[config.mk]
export PLATFORM = sky130hd
export DESIGN_NAME = shared_reg_arbiter_flat
export DESIGN_NICKNAME = d
export VERILOG_FILES = /design/src/rtl/shared_reg_arbiter_if.sv /design/src/rtl/shared_reg_arbiter.sv /design/src/flat_wrapper.sv
export SDC_FILE = /design/constraint.sdc
export NUM_CORES = 1
export LEC_CHECK = 0
export CORE_MARGIN = 3
export CORE_UTILIZATION = 41
export DETAILED_ROUTE_END_ITERATION = 16
export PLACE_DENSITY = 0.81
export SLEW_MARGIN = 40
export SYNTH_ARGS = -nofsm -noshare
export SYNTH_HDL_FRONTEND = slang
export SYNTH_SLANG_ARGS = --single-unit
export TNS_END_PERCENT = 5
[constraint.sdc]
create_clock -name clk -period 2.3 [get_ports clk]
set_input_delay 0.345 -clock clk [delete_from_list [all_inputs] [get_ports clk]]
set_output_delay 0.345 -clock clk [all_outputs]
set_load 0.01 [all_outputs]
[src/rtl/shared_reg_arbiter_if.sv]
// Bus bundle between the requesters and the shared-register arbiter.
// The requester side uses the master modport; the arbiter uses the slave modport.
interface shared_reg_arbiter_if #(
  parameter int NREQ = 4,
  parameter int DW   = 8
);
  localparam int IDW = (NREQ > 1) ? $clog2(NREQ) : 1;

  logic [NREQ-1:0]    req;
  logic [NREQ*DW-1:0] wdata;
  logic [NREQ-1:0]    lock;
  logic [NREQ-1:0]    ack;
  logic [IDW-1:0]     gnt_id;
  logic               busy;
  logic [DW-1:0]      q;

  modport master (
    output req, wdata, lock,
    input  ack, gnt_id, busy, q
  );

  modport slave (
    input  req, wdata, lock,
    output ack, gnt_id, busy, q
  );
endinterface

[src/rtl/shared_reg_arbiter.sv]
// Round-robin write arbiter owning one shared DW-bit register (IDLE -> WRITE -> ACK).
// Optional grant retention is enabled by defining SHREG_LOCK_EN.
module shared_reg_arbiter #(
  parameter int            NREQ    = 4,
  parameter int            DW      = 8,
  parameter logic [DW-1:0] RST_VAL = '0
) (
  input  logic                clk,
  input  logic                rst,
  shared_reg_arbiter_if.slave bus
);
  localparam int IDW = (NREQ > 1) ? $clog2(NREQ) : 1;
  localparam logic [IDW-1:0] LAST_ID = IDW'(NREQ - 1);

  typedef enum logic [1:0] {
    S_IDLE  = 2'd0,
    S_WRITE = 2'd1,
    S_ACK   = 2'd2
  } state_t;

  state_t          r_state, w_state_nxt;
  logic [DW-1:0]   r_q, w_q_nxt;
  logic [DW-1:0]   r_data, w_data_nxt;
  logic [NREQ-1:0] r_ack, w_ack_nxt;
  logic [IDW-1:0]  r_gnt_id, w_gnt_id_nxt;
  logic [IDW-1:0]  r_rr_ptr, w_rr_ptr_nxt;

  logic [DW-1:0]   w_wdata_arr [NREQ];
  logic [IDW-1:0]  w_idx;
  logic [IDW-1:0]  w_rr_win;
  logic            w_rr_hit;
  logic            w_hold_hit;
  logic [IDW-1:0]  w_win;

`ifdef SHREG_LOCK_EN
  logic r_held, w_held_nxt;
`endif

  for (genvar g = 0; g < NREQ; g++) begin : g_unpack
    assign w_wdata_arr[g] = bus.wdata[g*DW +: DW];
  end

  // Scan from the farthest candidate back to rr_ptr+1 so the nearest requester is assigned last and wins.
  always_comb begin
    w_rr_win = r_rr_ptr;
    w_rr_hit = 1'b0;
    w_idx    = '0;
    for (int k = NREQ; k >= 1; k--) begin
      w_idx = IDW'((int'(r_rr_ptr) + k) % NREQ);
      if (bus.req[w_idx]) begin
        w_rr_win = w_idx;
        w_rr_hit = 1'b1;
      end
    end
  end

`ifdef SHREG_LOCK_EN
  assign w_hold_hit = r_held && bus.req[r_gnt_id];
`else
  assign w_hold_hit = 1'b0;
`endif

  assign w_win = w_hold_hit ? r_gnt_id : w_rr_win;

  // NOTE: every next-state variable gets its hold value first, so no path through the case leaves one unassigned and no latch is inferred.
  always_comb begin
    w_state_nxt  = r_state;
    w_q_nxt      = r_q;
    w_data_nxt   = r_data;
    w_ack_nxt    = r_ack;
    w_gnt_id_nxt = r_gnt_id;
    w_rr_ptr_nxt = r_rr_ptr;
`ifdef SHREG_LOCK_EN
    w_held_nxt   = r_held;
`endif
    unique case (r_state)
      S_IDLE: begin
`ifdef SHREG_LOCK_EN
        if (r_held && !bus.req[r_gnt_id]) w_held_nxt = 1'b0;
`endif
        if (w_hold_hit || w_rr_hit) begin
          w_gnt_id_nxt = w_win;
          w_data_nxt   = w_wdata_arr[w_win];
          w_state_nxt  = S_WRITE;
        end
      end
      S_WRITE: begin
        w_q_nxt             = r_data;
        w_ack_nxt           = '0;
        w_ack_nxt[r_gnt_id] = 1'b1;
        w_state_nxt         = S_ACK;
      end
      S_ACK: begin
        w_ack_nxt   = '0;
        w_state_nxt = S_IDLE;
`ifdef SHREG_LOCK_EN
        if (bus.lock[r_gnt_id]) begin
          w_held_nxt = 1'b1;
        end else begin
          w_held_nxt   = 1'b0;
          w_rr_ptr_nxt = r_gnt_id;
        end
`else
        w_rr_ptr_nxt = r_gnt_id;
`endif
      end
      default: begin
        w_ack_nxt   = '0;
        w_state_nxt = S_IDLE;
      end
    endcase
  end

  // NOTE: state is updated with non-blocking assignments so every register samples the pre-edge values.
  always_ff @(posedge clk) begin
    if (rst) begin
      r_state  <= S_IDLE;
      r_q      <= RST_VAL;
      r_data   <= '0;
      r_ack    <= '0;
      r_gnt_id <= '0;
      r_rr_ptr <= LAST_ID;
`ifdef SHREG_LOCK_EN
      r_held   <= 1'b0;
`endif
    end else begin
      r_state  <= w_state_nxt;
      r_q      <= w_q_nxt;
      r_data   <= w_data_nxt;
      r_ack    <= w_ack_nxt;
      r_gnt_id <= w_gnt_id_nxt;
      r_rr_ptr <= w_rr_ptr_nxt;
`ifdef SHREG_LOCK_EN
      r_held   <= w_held_nxt;
`endif
    end
  end

  assign bus.ack    = r_ack;
  assign bus.gnt_id = r_gnt_id;
  assign bus.busy   = (r_state != S_IDLE);
  assign bus.q      = r_q;

  a_ack_onehot: assert property (@(posedge clk) $onehot0(r_ack));
endmodule

[src/flat_wrapper.sv]
// flat-port wrapper written by rule: the top's interface ports become plain ports
module shared_reg_arbiter_flat 
#(
  parameter int            NREQ    = 4,
  parameter int            DW      = 8,
  parameter logic [DW-1:0] RST_VAL = '0
)
  (clk, rst, bus_req, bus_wdata, bus_lock, bus_ack, bus_gnt_id, bus_busy, bus_q);
  shared_reg_arbiter_if #(.NREQ(NREQ), .DW(DW)) bus_i ();
  input  logic clk;
  input  logic rst;
  input wire logic [$bits(bus_i.req)-1:0] bus_req;
  input wire logic [$bits(bus_i.wdata)-1:0] bus_wdata;
  input wire logic [$bits(bus_i.lock)-1:0] bus_lock;
  output wire logic [$bits(bus_i.ack)-1:0] bus_ack;
  output wire logic [$bits(bus_i.gnt_id)-1:0] bus_gnt_id;
  output wire logic [$bits(bus_i.busy)-1:0] bus_busy;
  output wire logic [$bits(bus_i.q)-1:0] bus_q;
  assign bus_i.req = bus_req;
  assign bus_i.wdata = bus_wdata;
  assign bus_i.lock = bus_lock;
  assign bus_ack = bus_i.ack;
  assign bus_gnt_id = bus_i.gnt_id;
  assign bus_busy = bus_i.busy;
  assign bus_q = bus_i.q;
  shared_reg_arbiter #(.NREQ(NREQ), .DW(DW), .RST_VAL(RST_VAL)) u_core (.clk(clk), .rst(rst), .bus(bus_i));
endmodule
==> results.yml, run 1 <==
run_status:
  status: "finished, final reports clean"
finish:
  drive_gt1_share_pct: 8.21
  num_antenna_cells: 0
  fillCellCount: 244
  seq_area_um2: 520
  finish.net_count: 250
  area_growth_pct: 47.3
  multi_input_area_um2: 716
timing:
  post-route-min-period_ns: 1.92
  setup_violations: 0
  rsz0062_at_grt: "false"
  timing.setup.tns_ns: 0
  max_freq_mhz: 522
  finalCritPeriodShare_pct: 83.3
  max_slew_margin_pct: 67.8
  final_hold_viol_count: 0
  worst_slew_pin_slew_ns: 0.481
  skew_ns: 0.00425
  drv_slew: 0
power:
  sequentialPowerShare_pct: 49.7
  sw_frac_of_total_pct: 28.2
  p_sw_mw: 0.298
  p_leak_nw: 0.717
  pwr-share-comb_pct: 28.9
  p_clk_share_pct: 21.4
  total_power_mw: 1.06
  peakVddDrop_mv: 0.402
  p_per_area_nw_per_um2: 554
  power.internal_mw: 0.760
synth:
  synth_cell_types: 32
  yosysTopAreaCellShare_pct: 40.1
  synthesis.area_um2: 1300
  synth_sequential_area_ratio_pct: 40.1
  synth.largest_area_cell: "dfxtp_1"
  avgSynthCellArea_um2: 8.48
  yosysMostFrequentCell: "dfxtp_1"
  yosys_warnings: 0
  synthTopCellsByArea: "dfxtp_1 (40%), mux2i_1 (8.5%), nand2_1 (6.9%)"
  synth_fp_nets: 195
  synth_seq_cells: 26
  synth_edf_count: 0
  synthArstFlopShare_pct: 0
  ys.flop_type: "dfxtp_1"
  yosys-top-cells-count: "dfxtp_1 (26), nand2_1 (24), a21oi_1 (15)"
  synthCells: 153
placed_design:
  gp_routability_congestion: 0.829
  dp_hpwl_um: 2650
  port-buffer-count: 52
detailed_routing:
  drt_iter0_drc: 62
  vias_per_cell: 5.42
  wl_per_cell_um: 13.3
  wirelength_um: 3320
  route.detailed.drc: 0
  drt_pass1_iterations: 4
  drtAntennaViolNets: 0
  num_vias: 1350
clock_tree:
  h-tree-depth: 1
  cts_setup_buffers: 0
  ctsResizeCount: 0
  cts_hold_buf: 0
  cts_buffers: 3
  cts_sinks: 26
  cts_tree: "built"
  path_clk_slew_ns: 0.13
  insertion_delay_ns: 0.32
  ctsLongestPathBuffers: 2
  clock-root-buffer: "clkbuf_4"
run:
  drv_cap: 0
critical_path:
  cp_slowest_stage_delay_ns: 0.53
  critPathSlowestCell: "clkdlybuf4s50_1"
  cp.required_ns: 1.96
  cpLargestDelayFamily: "buffers and inverters"
  worstPathArrival_ns: 1.57
  path_class: "reg2out"
  cp_cell_sequence: "or2_4 > clkdlybuf4s50_1"
  cp-end-kind: "output pin"
  start_kind: "flop"
  cp_num_buf_inv: 1
  cp_max_fo: 10
grt:
  grt_pass1_wl_um: 5740
  grt_max_degree: 16
  antenna_found_initial: 0
  grt_pass1_vias: 1359
  grt.total_usage_pct: 17.8
  grt-ovfl-total: 0
die:
  core_um2: 2880
  ioPinCount: 57
  initial_utilization_pct: 45.1
  num_rows: 19
  dieArea_um2: 3880
  fp.dieW_um: 62.3
  die_h_um: 62.3
worst_hold_path:
  hold_class: "reg2reg"
sequential cells by signal, summed over array words and instances (netlist names):
name	flops
u_core.r_data	8
u_core.bus.gnt_id	2
u_core.bus.ack	4
u_core.bus.q	8
u_core.r_rr_ptr	2
u_core.r_state	2
final timing paths:
path,slack [ns],start,cells after the start,to
worst max-delay path,0.38,u_core.r_state[1],2,bus_busy
worst min register to register,0.46,u_core.bus.q[6],2,u_core.bus.q[6]
worst min-delay path,0.46,u_core.bus.q[6],2,u_core.bus.q[6]
worst max register to register,0.49,u_core.r_rr_ptr[1],6,u_core.r_data[7]
power by group through the flow:
| stage | sequential (mW) | combinational (mW) | clock, mW |
|---|---|---|---|
| floorplan | 0.531 | 0.162 | 0 |
| global placement | 0.534 | 0.297 | 0 |
| detailed placement | 0.536 | 0.305 | 0 |
| CTS | 0.526 | 0.306 | 0.233 |
| global route | 0.533 | 0.334 | 0.258 |
| finish | 0.526 | 0.305 | 0.227 |
area by class of cell:
type                       instances  share of cell area, %
sequential                        26                   27.2
tap                               42                   2.75
timing repair buffer              58                   30.3
clock buffer                       4                   1.90
multi-input combinational        117                   37.5
inverter                           2                  0.393
per-stage QoR:
stage	hold slack (ns)	worst slack, ns	cell area, um^2	utilization (%)	instances
floorplan	0.429	0.613	1300	-	153
global placement	0.447	0.192	1870	65.2	245
detailed placement	0.451	0.142	1870	65.2	245
CTS	0.470	0.380	1910	66.4	249
global route	0.498	0.279	1910	66.4	249
finish	0.464	0.384	1910	66.4	249
cell families after synthesis:
logic type	count (synthesis)	synth area share, %
and+or+nand+nor	60	23.5
muxes	11	8.49
buffers and inverters	10	4.72
AOI/OAI and AO/OA	46	23.1
DFF	26	40.1
worst min-delay path, delay by kind of cell, from the launching register on:
family,cells,cell delay [ns]
AOI/OAI and AO/OA,1,0.05
DFF,1,0.33
and+or+nand+nor,1,0.05
cell usage in the layout, fill, tap and decap left out, types with 3 or more instances in the layout:
cell type and count:
clkdlybuf4s50_1 52, dfxtp_1 26, nand2_1 24, a21oi_1 15, mux2i_1 11, nor2_1 10, a211oi_1 9, o21ai_0 8
nor3_1 6, o31a_1 6, buf_4 5, nand2b_1 4, o221ai_1 4, clkbuf_4 3
metal layers:
metal	vias up	routed length, um	GRT usage (%)	share of wire, %
met5	-	0	0	0
met4	0	36	4.68	1.1
met3	6	242	5.23	7.3
met2	57	1650	32.0	50
met1	619	1390	20.6	42
li1	668	-	-	-
No activity file was read; power rests on OpenSTA's default activity.
==> inputs of run 2 (changes only) <==
==> constraint.sdc (replaced) <==
create_clock -name clk -period 2 [get_ports clk]
set_input_delay 0.3 -clock clk [delete_from_list [all_inputs] [get_ports clk]]
set_output_delay 0.3 -clock clk [all_outputs]
set_load 0.01 [all_outputs]
==> results.yml, run 2 (synthesized netlist as in run 1, its figures left out) <==
die:
  core_um2: 2880
  initial_utilization_pct: 45.1
  dieArea_um2: 3880
  fp.dieW_um: 62.3
  num_rows: 19
  die_h_um: 62.3
  ioPinCount: 57
timing:
  rsz0062_at_grt: "false"
  post-route-min-period_ns: 1.75
  layout_setup_ws_ns: 0.248
  setup_violations: 0
  skew_ns: 0.00522
  finalCritPeriodShare_pct: 87.6
  timing.setup.tns_ns: 0
  worst_slew_pin_slew_ns: 0.525
  fin_hold_ws_ns: 0.465
  drv_slew: 0
  final_hold_viol_count: 0
  max_slew_margin_pct: 64.9
  max_freq_mhz: 571
detailed_routing:
  drtAntennaViolNets: 0
  drt_iter0_drc: 59
  vias_per_cell: 5.39
  wl_per_cell_um: 13.8
  num_vias: 1363
  wirelength_um: 3500
  route.detailed.drc: 0
  drt_pass1_iterations: 4
grt:
  grt_pass1_wl_um: 6120
  grt_most_used_layer: "met2"
  grt_max_degree: 16
  grt_pass1_vias: 1428
  grtUsageMet1_pct: 22.8
  antenna_found_initial: 0
  grt-ovfl-total: 0
  grt.total_usage_pct: 18.9
  use_met2_pct: 33.1
  use_met3_pct: 3.96
clock_tree:
  clock-root-buffer: "clkbuf_4"
  ctsLongestPathBuffers: 2
  ctsResizeCount: 0
  h-tree-depth: 1
  cts_sinks: 26
  cts_setup_buffers: 0
  path_clk_slew_ns: 0.14
  cts_buffers: 3
  cts_tree: "built"
  cts_hold_buf: 0
  insertion_delay_ns: 0.33
finish:
  finish.net_count: 254
  fin_util_pct: 68.0
  layout_common_cells: "clkdlybuf4s50_1 (52), dfxtp_1 (26), nand2_1 (24)"
  fillCellCount: 226
  mostFrequentLayoutCell: "clkdlybuf4s50_1"
  drive_gt1_share_pct: 9.95
  area_growth_pct: 50.8
  num_antenna_cells: 0
run_status:
  status: "finished, final reports clean"
power:
  p_leak_nw: 0.744
  power.internal_mw: 0.973
  p_per_area_nw_per_um2: 681
  peakVddDrop_mv: 0.370
  p_sw_mw: 0.361
  p_clk_share_pct: 27.4
  sw_frac_of_total_pct: 27.1
  pwr-share-comb_pct: 27.4
  sequentialPowerShare_pct: 45.2
placed_design:
  pre_cts_ws_ns: -0.111
  gp_routability_congestion: 0.800
  port-buffer-count: 52
  dp_hpwl_um: 2700
critical_path:
  cp_max_fo: 15
  cp.required_ns: 2.22
  start_kind: "input pin"
  cp-end-kind: "flop"
  path_class: "in2reg"
  worstPathArrival_ns: 1.98
run:
  drv_cap: 0
worst_hold_path:
  hold_class: "reg2reg"
run 2: cell count changes in the layout (fill, tap and decap cells not counted):
cell | previous run | this run
buf_4 | 5 | 9
bufinv_16 | 0 | 1
clkbuf_8 | 1 | 0
run 2: power by group through the flow:
stage | clock network, mW | logic, mW | registers (mW)
CTS | 0.369 | 0.365 | 0.603
global placement | 0 | 0.352 | 0.611
detailed placement | 0 | 0.361 | 0.614
floorplan | 0 | 0.187 | 0.611
finish | 0.365 | 0.365 | 0.603
global route | 0.386 | 0.400 | 0.610
run 2: routing by layer:
layer | up-vias | routed length (um)
li1 | 676 | -
met5 | - | 0
met2 | 58 | 1690
met1 | 621 | 1510
met3 | 8 | 226
met4 | 0 | 78
run 2: final timing paths:
check | start | endpoint | slack (ns) | depth (start not counted)
worst min register to register | u_core.bus.q[6] | u_core.bus.q[6] | 0.46 | 2
worst max-delay path | bus_req[3] | u_core.r_data[0] | 0.25 | 7
worst max register to register | u_core.r_rr_ptr[1] | u_core.r_data[6] | 0.25 | 6
worst min-delay path | u_core.bus.q[6] | u_core.bus.q[6] | 0.46 | 2
run 2: critical path, stage by stage:
cell and delay, ns:
clkdlybuf4s50_1 0.54, nand2b_1 0.11, a21oi_2 0.35, nor3_4 0.09, buf_12 0.17, a211oi_1 0.32
a211oi_1 0.09
run 2: layout make-up:
cell class / instances / area [um^2] / share of cell area [%]
Multi-Input combinational cell: 117 / 716 / 36.6
Tap cell: 42 / 52.6 / 2.69
Inverter: 2 / 7.51 / 0.384
Sequential cell: 26 / 520 / 26.6
Timing Repair Buffer: 62 / 608 / 31.1
Clock inverter: 1 / 30.0 / 1.53
Clock buffer: 3 / 22.5 / 1.15
run 2: metrics by stage:
step,power (mW),area (um^2),cells
finish,1.33,1960,253
global route,1.40,1960,253
CTS,1.34,1960,253
detailed placement,0.975,1900,249
global placement,0.963,1900,249
floorplan,0.797,1300,153
==> inputs of run 3 (changes only) <==
--- a/config.mk
+++ b/config.mk
@@ -5,10 +5,12 @@
 export SDC_FILE = /design/constraint.sdc
 export NUM_CORES = 1
 export LEC_CHECK = 0
+export CAP_MARGIN = 25
 export CORE_MARGIN = 3
 export CORE_UTILIZATION = 41
 export DETAILED_ROUTE_END_ITERATION = 16
-export PLACE_DENSITY = 0.81
+export PLACE_DENSITY = 0.78
+export SKIP_CTS_REPAIR_TIMING = 1
 export SLEW_MARGIN = 40
 export SYNTH_ARGS = -nofsm -noshare
 export SYNTH_HDL_FRONTEND = slang
==> results.yml, run 3 (synthesized netlist as in run 1, its figures left out) <==
power:
  sw_frac_of_total_pct: 26.2
  p_sw_mw: 0.347
  pwr-share-comb_pct: 28.0
  power.internal_mw: 0.980
  p_per_area_nw_per_um2: 670
  p_leak_nw: 0.759
  peakVddDrop_mv: 0.336
  p_clk_share_pct: 26.6
  total_power_mw: 1.33
  sequentialPowerShare_pct: 45.4
detailed_routing:
  vias_per_cell: 5.25
  drt_iter0_drc: 72
  wl_per_cell_um: 13.5
  drt_pass1_iterations: 4
  num_vias: 1344
  wirelength_um: 3460
  route.detailed.drc: 0
  drtAntennaViolNets: 0
clock_tree:
  path_clk_slew_ns: 0.14
  cts_sinks: 26
  h-tree-depth: 1
  ctsLongestPathBuffers: 2
  clock-root-buffer: "clkbuf_4"
  cts_tree: "built"
  insertion_delay_ns: 0.32
  cts_buffers: 3
worst_hold_path:
  hold_start: "u_core.bus.q[3]"
  hold_class: "reg2reg"
finish:
  mostFrequentLayoutCell: "clkdlybuf4s50_1"
  finish.net_count: 257
  layout_common_cells: "clkdlybuf4s50_1 (52), dfxtp_1 (26), nand2_1 (24)"
  area_growth_pct: 52.6
  final_cell_area_um2: 1980
  num_antenna_cells: 0
  drive_gt1_share_pct: 11.2
critical_path:
  cp_max_fo: 8
  critPathSlowestCell: "dfxtp_1"
  cp_num_buf_inv: 1
  r2r_slack_ns: 0.23
  crit_top_cell: "mux2i_1"
  cp.required_ns: 2.19
  path_class: "reg2reg"
  cpLargestDelayFamily: "multiplexers"
  crit_path_start: "u_core.r_rr_ptr[1]"
  worstPathArrival_ns: 1.96
  cp-end-kind: "flop"
  endpoint: "u_core.r_data[6]"
  start_kind: "flop"
  cp_cell_sequence: "mux2i_1 > nor2_2 > nor3_4 > buf_4 > mux2i_1 > o221ai_1"
  worstReg2RegEnd: "u_core.r_data[6]"
  reg2regPathDepth: 6
  cp_slowest_stage_delay_ns: 0.50
  path_depth: 6
  r2r_start: "u_core.r_rr_ptr[1]"
timing:
  post-route-min-period_ns: 1.77
  max_freq_mhz: 566
  skew_ns: 0.0107
  worst_slew_pin_slew_ns: 0.501
  drv_slew: 0
  rsz0062_at_grt: "false"
  finalCritPeriodShare_pct: 88.4
  setup_violations: 0
  final_hold_viol_count: 0
  max_slew_margin_pct: 66.5
die:
  initial_utilization_pct: 45.1
  dieArea_um2: 3880
  ioPinCount: 57
  core_um2: 2880
  num_rows: 19
  die_h_um: 62.3
  fp.dieW_um: 62.3
grt:
  grt-ovfl-total: 0
  grt_pass1_wl_um: 5800
  grt.total_usage_pct: 18.2
  antenna_found_initial: 0
  grt_max_degree: 16
  grt_pass1_vias: 1329
placed_design:
  port-buffer-count: 52
  dp_hpwl_um: 2860
  place_area_um2: 1930
  gp_routability_congestion: 0.829
run_status:
  status: "finished, final reports clean"
run:
  drv_cap: 0
run 3: changes by cell type in the layout (fill, tap and decap cells not counted), sizes merged:
cell,delta
buf,+3
run 3: stage by stage:
step                      hold WS, ns  util, %  setup TNS, ns  worst slack, ns  instances
after global routing            0.496     68.8              0           0.0660        256
after detailed placement        0.449     67.0        -0.0481          -0.0247        252
after CTS                       0.469     68.8              0            0.233        256
after global placement          0.447     67.0              0           0.0217        252
final                           0.469     68.8              0            0.232        256
after floorplan                 0.429        -              0            0.313        153
run 3: power by group through the flow:
stage               registers, mW  logic, mW  clock network [mW]
finish                      0.603      0.371               0.353
floorplan                   0.611      0.187                   0
global placement            0.611      0.361                   0
detailed placement          0.614      0.371                   0
global route                0.611      0.404               0.377
CTS                         0.603      0.373               0.358
run 3: tightest hold or removal path: cells and delay by family (launching register included):
| family | cells | cell delay (ns) |
|---|---|---|
| AO/OA/AOI/OAI | 1 | 0.05 |
| flip-flops | 1 | 0.34 |
| AND/OR/NAND/NOR | 1 | 0.05 |
run 3: how the worst min path moves through the flow:
stage	end	slack, ns	cells after the start
finish	u_core.bus.q[3]	0.47	2
global route	u_core.bus.q[3]	0.50	2
CTS	u_core.bus.q[0]	0.47	2
detailed placement	u_core.bus.q[0]	0.45	2
global placement	u_core.bus.q[3]	0.45	2
floorplan	u_core.bus.q[0]	0.43	2
run 3: layer usage:
metal	routed length, um	share of wire [%]	track usage (%)	up-vias
li1	-	-	-	676
met1	1470	42	20.5	626
met3	152	4.4	2.88	2
met4	14	0.40	6.06	0
met5	0	0	0	-
met2	1830	53	34.4	40
run 3: final cells by class:
class                   count  area, um^2
clock inverters             1        30.0
well taps                  42        52.6
clock buffers               3        22.5
inverters                   2        7.51
repair buffers             65         631
multi-input cells         117         716
fillers                   237         897
flip-flops and latches     26         520
